**config.mk**
```make
export PLATFORM = sky130hd
export DESIGN_NAME = run_ctrl_flat
export DESIGN_NICKNAME = d
export VERILOG_FILES = /design/src/rtl/cirno_pkg.sv /design/src/rtl/run_ctrl_if.sv /design/src/rtl/run_ctrl_sat_counter.sv /design/src/rtl/run_ctrl.sv /design/src/flat_wrapper.sv
export SDC_FILE = /design/constraint.sdc
export NUM_CORES = 1
export LEC_CHECK = 0
export ABC_AREA = 1
export CAP_MARGIN = 15
export CORE_MARGIN = 2
export CORE_UTILIZATION = 53
export DETAILED_ROUTE_END_ITERATION = 12
export PLACE_DENSITY = 0.93
export SETUP_SLACK_MARGIN = 0.2
export SLEW_MARGIN = 20
export SYNTH_ARGS = -nofsm -noshare
export SYNTH_HDL_FRONTEND = slang
export SYNTH_HIERARCHICAL = 1
export SYNTH_SLANG_ARGS = --single-unit
```
**constraint.sdc**
```tcl
create_clock -name clk -period 2.88 [get_ports clk]
set_input_delay 0.288 -clock clk [delete_from_list [all_inputs] [get_ports clk]]
set_output_delay 0.288 -clock clk [all_outputs]
set_load 0.005 [all_outputs]
```
**src/rtl/cirno_pkg.sv**
```systemverilog
// Shared types and defaults for the cirno run-control slice.
package cirno_pkg;

  typedef enum logic [1:0] {IDLE, LOAD, RUN, DONE} run_state_t;

  localparam int unsigned PROG_ID_W  = 2;
  localparam int unsigned START0_DEF = 0;
  localparam int unsigned START1_DEF = 128;
  localparam int unsigned START2_DEF = 256;

  function automatic logic [PROG_ID_W-1:0] next_prog_id(
    input logic [PROG_ID_W-1:0] id,
    input int unsigned          nprog
  );
    return (id == PROG_ID_W'(nprog - 1)) ? '0 : id + PROG_ID_W'(1);
  endfunction

endpackage

```
**src/rtl/run_ctrl_if.sv**
```systemverilog
// Bench/core handshake bundle for run_ctrl: req/ack plus core gating and status.
interface run_ctrl_if #(
  parameter int unsigned IW = 10,
  parameter int unsigned CW = 16
);
  logic                             init;
  logic                             halt;
  logic                             pc_load;
  logic [IW-1:0]                    pc_start;
  logic                             core_en;
  logic [cirno_pkg::PROG_ID_W-1:0]  prog_id;
  logic                             done;
  logic                             timeout;
  logic [CW-1:0]                    cycles;

  modport master (
    output init, halt,
    input  pc_load, pc_start, core_en, prog_id, done, timeout, cycles
  );

  modport slave (
    input  init, halt,
    output pc_load, pc_start, core_en, prog_id, done, timeout, cycles
  );
endinterface

```
**src/rtl/run_ctrl_sat_counter.sv**
```systemverilog
// Saturating up-counter with synchronous clear; holds at all-ones.
module sat_counter #(
  parameter int unsigned W = 16
) (
  input  logic         clk,
  input  logic         reset,
  input  logic         clear,
  input  logic         en,
  output logic [W-1:0] count
);

  always_ff @(posedge clk) begin
    if (reset || clear) begin
      count <= '0;
    end else if (en && (count != '1)) begin
      count <= count + W'(1);
    end
  end

endmodule

```
**src/rtl/run_ctrl.sv**
```systemverilog
// Run-control sequencer: starts programs in rotation, gates the core,
// and reports completion by halt or timeout with the run's cycle count.
module run_ctrl
  import cirno_pkg::*;
#(
  parameter int unsigned IW      = 10,
  parameter int unsigned NPROG   = 3,
  parameter int unsigned START0  = START0_DEF,
  parameter int unsigned START1  = START1_DEF,
  parameter int unsigned START2  = START2_DEF,
  parameter int unsigned CW      = 16,
  parameter int unsigned TIMEOUT = 60000
) (
  input  logic       clk,
  input  logic       reset,
  run_ctrl_if.slave  bus
);

  run_state_t           state_q, state_d;
  logic                 pc_load_d, core_en_d, done_d, timeout_d;
  logic [PROG_ID_W-1:0] prog_id_d;
  logic [IW-1:0]        pc_start_d, start_sel;
  logic                 cnt_clear, cnt_en;
  logic                 at_limit;

  always_comb begin
    case (bus.prog_id)
      PROG_ID_W'(1): start_sel = IW'(START1);
      PROG_ID_W'(2): start_sel = IW'(START2);
      default:       start_sel = IW'(START0);
    endcase
  end

  assign at_limit = (bus.cycles == CW'(TIMEOUT - 1));

  always_comb begin
    state_d    = state_q;
    pc_load_d  = 1'b0;
    core_en_d  = 1'b0;
    done_d     = bus.done;
    timeout_d  = bus.timeout;
    prog_id_d  = bus.prog_id;
    pc_start_d = bus.pc_start;
    cnt_clear  = 1'b0;
    cnt_en     = 1'b0;

    unique case (state_q)
      IDLE, DONE: begin
        if (bus.init) begin
          state_d    = LOAD;
          pc_load_d  = 1'b1;
          pc_start_d = start_sel;
          done_d     = 1'b0;
          timeout_d  = 1'b0;
          cnt_clear  = 1'b1;
        end
      end
      LOAD: begin
        state_d   = RUN;
        core_en_d = 1'b1;
      end
      RUN: begin
        // Halt wins over the timeout limit and over a concurrent init.
        if (bus.halt) begin
          state_d   = DONE;
          done_d    = 1'b1;
          prog_id_d = next_prog_id(bus.prog_id, NPROG);
        end else if (at_limit) begin
          state_d   = DONE;
          done_d    = 1'b1;
          timeout_d = 1'b1;
          prog_id_d = next_prog_id(bus.prog_id, NPROG);
        end else begin
          core_en_d = 1'b1;
          cnt_en    = 1'b1;
        end
      end
      default: state_d = IDLE;
    endcase
  end

  always_ff @(posedge clk) begin
    if (reset) begin
      state_q      <= IDLE;
      bus.pc_load  <= 1'b0;
      bus.core_en  <= 1'b0;
      bus.done     <= 1'b0;
      bus.timeout  <= 1'b0;
      bus.prog_id  <= '0;
      bus.pc_start <= IW'(START0);
    end else begin
      state_q      <= state_d;
      bus.pc_load  <= pc_load_d;
      bus.core_en  <= core_en_d;
      bus.done     <= done_d;
      bus.timeout  <= timeout_d;
      bus.prog_id  <= prog_id_d;
      bus.pc_start <= pc_start_d;
    end
  end

  sat_counter #(
    .W (CW)
  ) u_cycles (
    .clk   (clk),
    .reset (reset),
    .clear (cnt_clear),
    .en    (cnt_en),
    .count (bus.cycles)
  );

endmodule

```
**src/flat_wrapper.sv**
```systemverilog
// flat-port wrapper written by rule: the top's interface ports become plain ports
module run_ctrl_flat import cirno_pkg::*;
#(
  parameter int unsigned IW      = 10,
  parameter int unsigned NPROG   = 3,
  parameter int unsigned START0  = START0_DEF,
  parameter int unsigned START1  = START1_DEF,
  parameter int unsigned START2  = START2_DEF,
  parameter int unsigned CW      = 16,
  parameter int unsigned TIMEOUT = 60000
)
  (clk, reset, bus_init, bus_halt, bus_pc_load, bus_pc_start, bus_core_en, bus_prog_id, bus_done, bus_timeout, bus_cycles);
  run_ctrl_if #(.IW(IW), .CW(CW)) bus_i ();
  input  logic clk;
  input  logic reset;
  input wire logic [$bits(bus_i.init)-1:0] bus_init;
  input wire logic [$bits(bus_i.halt)-1:0] bus_halt;
  output wire logic [$bits(bus_i.pc_load)-1:0] bus_pc_load;
  output wire logic [$bits(bus_i.pc_start)-1:0] bus_pc_start;
  output wire logic [$bits(bus_i.core_en)-1:0] bus_core_en;
  output wire logic [$bits(bus_i.prog_id)-1:0] bus_prog_id;
  output wire logic [$bits(bus_i.done)-1:0] bus_done;
  output wire logic [$bits(bus_i.timeout)-1:0] bus_timeout;
  output wire logic [$bits(bus_i.cycles)-1:0] bus_cycles;
  assign bus_i.init = bus_init;
  assign bus_i.halt = bus_halt;
  assign bus_pc_load = bus_i.pc_load;
  assign bus_pc_start = bus_i.pc_start;
  assign bus_core_en = bus_i.core_en;
  assign bus_prog_id = bus_i.prog_id;
  assign bus_done = bus_i.done;
  assign bus_timeout = bus_i.timeout;
  assign bus_cycles = bus_i.cycles;
  run_ctrl #(.IW(IW), .NPROG(NPROG), .START0(START0), .START1(START1), .START2(START2), .CW(CW), .TIMEOUT(TIMEOUT)) u_core (.clk(clk), .reset(reset), .bus(bus_i));
endmodule
```
Word-level counts from Yosys, hierarchy flattened. Cells that the tools add are included.

Muxes and demuxes: 20. Equality and inequality tests: 11. $add $sub $neg: 2. Reductions and logical operators: 11.

Operator list (count): case mux 9 bit (2 select lines) (1); adder 16 x 1 -> 16 bit (second input constant) (1); equality test 16 bit (second input constant) (1); inequality test 16 bit (second input constant) (1); 2-to-1 mux 2 bit (6); 2-to-1 mux 1 bit (9); equality test 2 bit (second input constant) (3); case mux 1 bit (2 select lines) (3); case mux 2 bit (3 select lines) (1); AND reduction 2 bit (3); equality test 2 x 1 -> 1 bit (second input constant) (2); inequality test 2 bit (second input constant) (2); AND reduction 4 bit (1); nonzero test 2 bit (2); inequality test 3 x 2 -> 1 bit (second input constant) (1); AND reduction 3 bit (1); adder 2 x 1 -> 2 bit (second input constant) (1); zero test 2 bit (1); inequality test 2 x 1 -> 1 bit (second input constant) (1); OR reduction 2 bit (1); logical AND 1 bit (1); logical OR 1 bit (1).

Input port bits: 4. Register bits after elaboration: 34. Output and inout bits: 32. Logic and storage cells: 52.

Logic depth before layout (Yosys ltp). Gate-level depths: netlist of the first run.

Depth after elaboration: 5. Depth in mapped cells: 15. Mapped depth without buffers: 15.

Modules after synthesis. The synthesis of the first run kept the hierarchy.

Modules (own cells, without submodules): sat_counter (area an instance 950.9 µm², sequential area each 320.3 µm², instances 1, cells an instance 149); run_ctrl (area an instance 608.1 µm², sequential area each 200.2 µm², instances 1, cells an instance 90).

Least setup slack after synthesis of the first run. No wires, ideal clock.

Path kind: flip-flop to flip-flop. Start point: register u_core.u_cycles.count[8]. End point: register u_core.u_cycles.count[14]. Setup time: 0.115 ns. Slack: 1.273 ns. Clock period less this slack: 1.607 ns. Data arrival time: 1.492 ns. Required time: 2.765 ns. Cell stages (with the launch flop): 14. Path buffers: 0. Path through: dfxtp_1 > nor2_1 > nand2_1 > nor2_2 > nand2_2 > nand3_4 > inv_1 > inv_2 > nor2_2 > nand2_1 > nor2_1 > nand3_1 > nand2_1 > nor2_1.

Cells in the longest elaborated chain, start to end: 5. Elaborated cells between the ends (all ways): 7. Those cells by class: add/sub (1); eq/ne (2); mux (3); reduce/logical (1).

Ends and longest elaborated chain: start: declaration (line run_ctrl_sat_counter.sv:9) `output logic [W-1:0] count`; start signal: assignment (line run_ctrl_sat_counter.sv:16) `count <= count + W'(1);`; equality test 16 bit (line run_ctrl.sv:34) `assign at_limit = (bus.cycles == CW'(TIMEOUT - 1));`; 2-to-1 mux 1 bit (line run_ctrl.sv:68) `end else if (at_limit) begin`; 2-to-1 mux 1 bit (line run_ctrl.sv:64) `if (bus.halt) begin`; 2-to-1 mux 1 bit (line run_ctrl.sv:47) `unique case (state_q)`; via u_core.cnt_en (line run_ctrl.sv:23) `logic cnt_clear, cnt_en;`; logical AND 1 bit (line run_ctrl_sat_counter.sv:15) `end else if (en && (count != '1)) begin`.

The timed path passes the listed nets, and every way through them passes these cells. A chain may end at the register's enable or synchronous reset.

Worst setup path in the final report of the first run.
Start point: register u_core.u_cycles.count[2]. End point: register u_core.u_cycles.count[8].

Same word-level chain as after synthesis.

==> qor.yml, run 1 <==
startpoint_type: "flop"
finalNonFillerCells: 299
min_from: "u_core/bus.timeout"
viasPerCell: 5.12
grt_setup_unrepaired: "no"
whs_ns: 0.461
finClkSkew_ns: 0.00126
finalPower_mw: 0.959
cts_sinks: 26
dp.cells: 295
holdCritPathClass: "flop to flop"
crit_start: "u_core/u_cycles/count[2]"
cts_htree_levels: 1
wl_per_cell_um: 11.1
end_kind: "flop"
rrSetupSlack_ns: 0.92
die_x_um: 58.2
yosys-top-cells-area: "dfxtp_1, nand2_1, nor2_1, inv_1, nand3_1"
area_growth_pct: 20.3
setup_viol: 0
drc: 0
final_max_slew_viol_count: 0
dp_hpwl_mm: 2.47
antennaDiodeCount: 0
clock_latency_ns: 0.32
dr.pass1.iters: 4
finalHoldViolCount: 0
grt_pass1_vias: 1235
max-cap-violations: 0
die_area_mm2: 0.00339
grt_pass1_wl_mm: 5.46
synth_mux_area_share_pct: 0
cts-root-buf: "clkbuf_4"
power.leakage_nw: 0.760
path_class: "flop to flop"
synth-simple-area-share_pct: 42.1
critPathArrivalTime_ns: 2.19
placed_area_mm2: 0.00182
crit_required_ns: 3.11
nets: 276
fin_tns_setup_ns: 0
crit_fanout: 7
grt.overflow.total: 0
vias: 1531
ant_nets: 0
cts_tree: "built"
synth_area_mm2: 0.00156
numCtsBuffers: 3
ios: 36
rows: 19
grt.total_usage_pct: 20.6
vdd_drop_max_v: 0.000499
antenna_found_initial: 0
synth-seq-cells: 26
grt_start_max_net_pins: 17
core_mm2: 0.00278
clk_pin_slew_worst_paths_ns: 0.14
postCtsHoldBufs: 0
synth_cells: 239
r2r-start: "u_core/u_cycles/count[2]"
place_congestion: 0.925
synth.top_cell.area_share_pct: 33.4
drt_iter0_markers: 56
initial_core_util_pct: 56.1
status: "finished clean"
avgSynthCellArea_um2: 6.52
postCtsResizedCells: 0
yosys.area.top_type: "dfxtp_1"
synth_cell_type_count: 26
die_y_um: 58.2
synth_adder_area_share_pct: 2.41
ys_warn_count: 6
fmax_mhz: 511
clock_path_buffers: 2
synthXorXnorAreaFrac_pct: 0
power_density_mw_per_mm2: 511
synth_top_family_by_area: "simple AND/OR/NAND/NOR gates"
final_design_area_no_fill_mm2: 0.00188
totalWireLength_mm: 3.33
final.period_utilization_pct: 68.0
yosysSeqAreaShare_pct: 33.4
drive_gt1_share_pct: 9.70
synth_compound_area_share_pct: 9.07
post_cts_buffers: 0
place.port_buffers: 27
finalCriticalPeriod_ns: 1.96
[layout make-up]
| cell class | count | area (µm²) |
|---|---|---|
| tap | 31 | 38.8 |
| clock buffer | 3 | 22.5 |
| timing repair buffer | 28 | 278 |
| multi-input combinational | 178 | 866 |
| inverter | 32 | 120 |
| sequential | 26 | 520 |
| clock inverter | 1 | 30.0 |
| fill | 225 | 906 |
[routing by layer]
metal | vias up | GRT usage, % | part of all wire (%)
li1 | 790 | - | -
met1 | 666 | 28.0 | 45
met2 | 69 | 34.3 | 47
met3 | 6 | 2.01 | 7.0
met4 | 0 | 6.98 | 1.5
met5 | - | 0 | 0
[critical path, cell delays in order, from the launching register on]
cell and delay, ns:
dfxtp_1 0.48, inv_1 0.08, nor2_1 0.09, nand2_1 0.09, nor2_2 0.18, nand2_2 0.13
nand3_4 0.10, inv_1 0.11, inv_2 0.11, nor2_2 0.07, nand2_1 0.10, clkinv_1 0.12
a21oi_1 0.15, nor2_1 0.06
[logic make-up after synthesis]
family,Yosys count
adders and majority gates,3
AOI/OAI and AO/OA,24
DFF,26
buffers and inverters,42
and+or+nand+nor,143
other,1
[metrics by stage]
step / utilization, % / setup slack, ns
floorplan: - / 1.27
global placement: 65.5 / 0.976
detailed placement: 65.5 / 0.938
CTS: 67.4 / 0.939
global route: 67.4 / 0.717
finish: 67.4 / 0.922
[flip-flops by register name (all words and copies together) (netlist names)]
register	flops
u_core/u_cycles/count	16
u_core/bus.pc_start	2
u_core/bus.prog_id	2
u_core/state_q	2
u_core/bus.core_en	1
u_core/bus.done	1
u_core/bus.pc_load	1
u_core/bus.timeout	1
[synth_stat cells (all sizes together)]
master,count
inv,31
conb,1
nand2,65
nand4,5
buf,10
nor3,1
nand3,20
o21ai,8
a21boi,1
ha,3
clkinv,1
or2,1
a21oi,15
dfxtp,26
nor2,51
[final timing paths]
path,cells after the start,endpoint
max,13,u_core/u_cycles/count[8]
min,2,u_core/bus.timeout
min reg2reg,2,u_core/bus.timeout
max reg2reg,13,u_core/u_cycles/count[8]
[where the power goes]
part           switching [mW]  internal [mW]
Sequential             0.0277          0.397
Clock                   0.108          0.141
Combinational           0.161          0.124
[cell usage in the layout, fill, tap and decap left out, types with 2 or more instances in the layout]
| master | n |
|---|---|
| nor2_4 | 4 |
| nand2_2 | 4 |
| dfxtp_1 | 26 |
| clkdlybuf4s50_1 | 27 |
| inv_1 | 30 |
| ha_1 | 3 |
| nand4_1 | 4 |
| nor2_1 | 42 |
| o21ai_0 | 5 |
| clkbuf_4 | 3 |
| nand3_1 | 19 |
| o21ai_2 | 2 |
| nor2_2 | 5 |
| conb_1 | 8 |
| a21oi_1 | 14 |
| nand2_1 | 60 |
(Power assumes the default switching activity.)
==> run 2: changes to the inputs <==
CORE_UTILIZATION = 45   (was 53)
PLACE_DENSITY = 0.85   (was 0.93)
clock period = 1.7 ns   (was 2.88 ns; I/O delays follow)
==> qor.yml, run 2 (synthesis gave the netlist of run 1 again) <==
pwr-share-clk_pct: 16.8  # -9.2 points
initial_core_util_pct: 46.7  # -9.3 points
crit_chain: "inv_2, nor2_2, nand2_1, nor2_2, nand2_2, nand3_4, inv_6, inv_8, nor2_4, nand2_2, nor2_4, a21oi_1, nor2_1"
die_area_mm2: 0.00395  # +17%
power.leakage_nw: 1.20  # +58%
postCtsHoldBufs: 0  # unchanged
status: "finished clean"
dr_wl_met2_mm: 2.14  # +37%
fmax_mhz: 618  # +21%
setup_viol: 0  # unchanged
crit_required_ns: 1.93  # -1.18 ns
ant_nets: 0  # unchanged
startpoint_type: "flop"
p_sw_share_pct: 35.2  # +4.2 points
grt_start_max_net_pins: 17  # unchanged
placed_area_mm2: 0.00197  # +7.8%
place_ws_ns: 0.0224  # -0.916 ns
largest_register_ffs: 16  # unchanged
final.period_utilization_pct: 95.2  # +27 points
pwr-share-seq_pct: 44.9  # +0.6 points
place.port_buffers: 27  # unchanged
p_switching_mw: 0.561  # +89%
viasPerCell: 5.17  # +0.88%
vias: 1782  # +16%
nets: 308  # +12%
grt_pass1_wl_mm: 6.44  # +18%
cts_htree_levels: 1  # unchanged
top_register: "u_core/u_cycles/count"
final_common_cell: "nand2_1"
finalHoldViolCount: 0  # unchanged
clock_latency_ns: 0.32  # about the same
grt.overflow.total: 0  # unchanged
power_density_mw_per_mm2: 683  # +34%
internal_power_mw: 1.03  # +56%
fin_util_pct: 69.9  # +2.5 points
cp_top_family: "simple AND/OR/NAND/NOR gates"
vdd_drop_max_v: 0.000726  # +46%
crit_fanout: 5  # -2
cts-root-buf: "clkbuf_4"
nFillCells: 242  # +7.6%
wl_met3_um: 364  # +56%
die_x_um: 62.9  # +7.9%
cts_tree: "built"
mostFrequentLayoutCells: "nand2_1, nor2_1, inv_1"
cpMaxStageDelayCell: "dfxtp_2"
power.combinational.fraction_pct: 38.4  # +8.7 points
finClkSkew_ns: 0.00998  # +0.00871 ns
final_design_area_no_fill_mm2: 0.00233  # +24%
path_buf_inv: 3  # -1
end_kind: "flop"
grt.total_usage_pct: 19.8  # -0.88 points
cpPeakStageDelay_ns: 0.38  # -0.10 ns
area_growth_pct: 49.7
clk_pin_slew_worst_paths_ns: 0.15  # about the same
fin_ws_ns: 0.0819  # -0.840 ns
top_layer_used: "met4"
antennaDiodeCount: 0  # unchanged
dr.pass1.iters: 5  # +1
critPathArrivalTime_ns: 1.85  # -0.34 ns
totalWireLength_mm: 4.48  # +34%
antenna_found_initial: 0  # unchanged
holdCritPathClass: "flop to flop"
wl_met1_mm: 1.89  # +27%
die_y_um: 62.9  # +7.9%
cts_sinks: 26  # unchanged
grt_pass1_vias: 1478  # +20%
drive_gt1_share_pct: 34.4  # +25 points
clock_path_buffers: 2  # unchanged
core_mm2: 0.00334  # +20%
ios: 36  # unchanged
wl_per_cell_um: 13.0  # +17%
dp_hpwl_mm: 2.66  # +7.5%
path_class: "flop to flop"
grt_setup_unrepaired: "yes"
drt_iter0_markers: 151  # +170%
final_max_slew_viol_count: 0  # unchanged
finalCriticalPeriod_ns: 1.62  # -0.340 ns
numCtsBuffers: 3  # unchanged
fin_tns_setup_ns: 0  # unchanged
place_congestion: 0.946  # +2.2%
drc: 0  # unchanged
max-cap-violations: 0  # unchanged
rows: 21  # +2
[run 2: through the flow]
step / hold slack [ns] / power [mW] / instances
after floorplan: 0.239 / 1.07 / 246
after global placement: 0.438 / 1.25 / 322
after detailed placement: 0.446 / 1.26 / 322
after CTS: 0.465 / 1.53 / 338
after global routing: 0.499 / 1.70 / 345
final: 0.457 / 1.59 / 345
[run 2: layout make-up]
cell class                 instances  area [µm²]  share of cell area (%)
multi-input combinational        179         992                    42.5
clock buffer                       3        22.5                   0.965
tap                               46        57.6                    2.47
timing repair buffer              59         567                    24.3
sequential                        26         559                    24.0
inverter                          32         135                    5.79
[run 2: worst reg2reg max path, cell delays in order (launching register included)]
cell and delay (ns):
dfxtp_2 0.38, inv_2 0.04, nor2_2 0.09, nand2_1 0.08, nor2_2 0.15, nand2_2 0.11
nand3_4 0.10, inv_6 0.06, inv_8 0.07, nor2_4 0.04, nand2_2 0.10, nor2_4 0.05
a21oi_1 0.17, nor2_1 0.07
[run 2: routing by layer]
layer / GRT usage, % / vias to the layer above
met1: 26.9 / 798
met2: 32.3 / 109
met4: 6.11 / 0
met3: 2.52 / 14
li1: - / 861
met5: 0 / -
[run 2: what timing repair did]
action | in CTS | in global routing
buffers inserted | 13 | 6
endpoints found under the setup margin | 14 | 31
pin swaps | 4 | 31
gates cloned | 0 | 1
resized for setup | 17 | 53
[run 2: path summary, 6_finish.rpt]
path,start,to,slack [ns],cells after the start
min reg2reg,u_core/bus.timeout,u_core/bus.timeout,0.46,2
max,u_core/u_cycles/count[2],u_core/u_cycles/count[14],0.08,13
min,u_core/bus.timeout,u_core/bus.timeout,0.46,2
max reg2reg,u_core/u_cycles/count[2],u_core/u_cycles/count[14],0.08,13
[run 2: power by group through the flow]
stage                     clock network (mW)  logic [mW]  registers (mW)
after floorplan                            0       0.341           0.730
after global placement                     0       0.519           0.730
after detailed placement                   0       0.528           0.732
after CTS                              0.272       0.551           0.711
after global routing                   0.303       0.671           0.728
final                                  0.268       0.611           0.715
==> run 3: changes to the inputs <==
CORE_UTILIZATION = 50   (was 45)
PLACE_DENSITY = 0.89   (was 0.85)
clock period = 1.8 ns   (was 1.7 ns; I/O delays follow)
==> qor.yml, run 3 (synthesis gave the netlist of run 1 again) <==
status: "finished clean"
cts-root-buf: "clkbuf_4"
path_buf_inv: 2  # -1
final_max_slew_viol_count: 0  # unchanged
vdd_drop_max_v: 0.000545  # -25%
vias: 1719  # -3.5%
critPathArrivalTime_ns: 1.37  # -0.48 ns
drive_gt1_share_pct: 24.5  # -10 points
place_congestion: 0.884  # -6.6%
finalHoldViolCount: 0  # unchanged
setup_viol: 0  # unchanged
max-cap-violations: 0  # unchanged
grt_setup_unrepaired: "yes"
placed_area_mm2: 0.00194  # -1.4%
core_mm2: 0.00300  # -10%
cpPeakStageDelay_ns: 0.50  # +0.12 ns
area_growth_pct: 35.5
grt_pass1_wl_mm: 6.04  # -6.1%
crit_chain: "buf_4, clkdlybuf4s50_1"
final_design_area_no_fill_mm2: 0.00211  # -9.5%
ios: 36  # unchanged
initial_core_util_pct: 51.9  # +5.2 points
end_kind: "output pin"
cp_top_family: "buffers and inverters"
grt_pass1_vias: 1385  # -6.3%
fin_ws_ns: 0.250  # +0.168 ns
clock_latency_ns: 0.35  # +0.03 ns
largest_register_ffs: 16  # unchanged
place.port_buffers: 27  # unchanged
drc: 0  # unchanged
grt.total_usage_pct: 22.2  # +2.5 points
finClkSkew_ns: 0.0156  # +0.00560 ns
die_area_mm2: 0.00358  # -9.4%
wl_per_cell_um: 12.7  # -2.2%
die_x_um: 59.8  # -4.8%
numCtsBuffers: 3  # unchanged
place_ws_ns: 0.0998  # +0.0774 ns
holdCritPathClass: "flop to flop"
fin_util_pct: 70.3  # +0.40 points
startpoint_type: "flop"
final_common_cell: "nand2_1"
cpMaxStageDelayCell: "clkdlybuf4s50_1"
multi_input_area_um2: 940  # -5.3%
totalWireLength_mm: 4.05  # -9.6%
dp_hpwl_mm: 2.82  # +6.0%
nets: 294  # -4.5%
crit_required_ns: 1.62  # -0.31 ns
drt_iter0_markers: 97  # -36%
cts_htree_levels: 1  # unchanged
top_register: "u_core/u_cycles/count"
power.leakage_nw: 0.871  # -27%
mostFrequentLayoutCells: "nand2_1, nor2_1, inv_1"
ant_nets: 0  # unchanged
nFillCells: 228  # -5.8%
antennaDiodeCount: 0  # unchanged
ff_latch_area_um2: 534  # -4.5%
cts_tree: "built"
grt_start_max_net_pins: 17  # unchanged
fmax_mhz: 645
die_y_um: 59.8  # -4.8%
power_density_mw_per_mm2: 776  # +14%
cts_sinks: 26  # unchanged
final.period_utilization_pct: 86.1
antenna_found_initial: 0  # unchanged
path_class: "flop to output pin"
fin_tns_setup_ns: 0  # unchanged
dr.pass1.iters: 4  # -1
viasPerCell: 5.39  # +4.3%
finalCriticalPeriod_ns: 1.55
crit_fanout: 6  # +1
grt.overflow.total: 0  # unchanged
rows: 20  # -4.8%
clock_path_buffers: 2  # unchanged
clk_pin_slew_worst_paths_ns: 0.16  # about the same
finalPower_mw: 1.64  # +2.8%
run 3: per-layer routing:
layer  wire [µm]  GRT usage, %
met5           0             0
met4          76          8.57
met3         279          3.68
met2        1960          37.1
met1        1740          28.5
run 3: layout make-up:
| cell class | count | share of cell area [%] |
|---|---|---|
| multi-input cells | 178 | 44.5 |
| clock inverters | 1 | 1.42 |
| flip-flops and latches | 26 | 25.3 |
| repair buffers | 46 | 19.7 |
| clock buffers | 3 | 1.07 |
| inverters | 32 | 6.04 |
| well taps | 33 | 1.95 |
run 3: worst reg2reg max path: cells and delay by family, from the launching register on:
family                   cells  cell delay (ns)
buffers and inverters        3             0.34
AND/OR/NAND/NOR              4             0.47
adder cells (fa/ha/maj)      1             0.30
flip-flops                   1             0.37
run 3: through the flow:
stage,hold WS [ns],std cells
CTS,0.471,316
floorplan,0.249,246
global placement,0.442,312
finish,0.466,319
detailed placement,0.450,312
global route,0.480,319
run 3: path summary, 6_finish.rpt:
kind | startpoint | to | slack [ns] | cells past startpoint
worst max-delay path | u_core/u_cycles/count[11] | bus_cycles[11] | 0.25 | 2
worst max register to register | u_core/state_q[0] | u_core/u_cycles/count[9] | 0.26 | 8
worst min-delay path | u_core/bus.timeout | u_core/bus.timeout | 0.47 | 2
worst min register to register | u_core/bus.timeout | u_core/bus.timeout | 0.47 | 2
run 3: timing repair:
action / 4_1_cts / 5_1_grt
gates cloned: 0 / 1
setup endpoints to repair: 14 / 17
hold buffers: 0 / 0
buffers inserted: 0 / 2
gates resized for setup: 9 / 28
pin swaps: 1 / 7
run 3: power breakdown:
part           internal, mW  switching, mW  total (mW)
sequential            0.638         0.0422       0.680
clock                 0.226          0.193       0.419
combinational         0.236          0.303       0.539
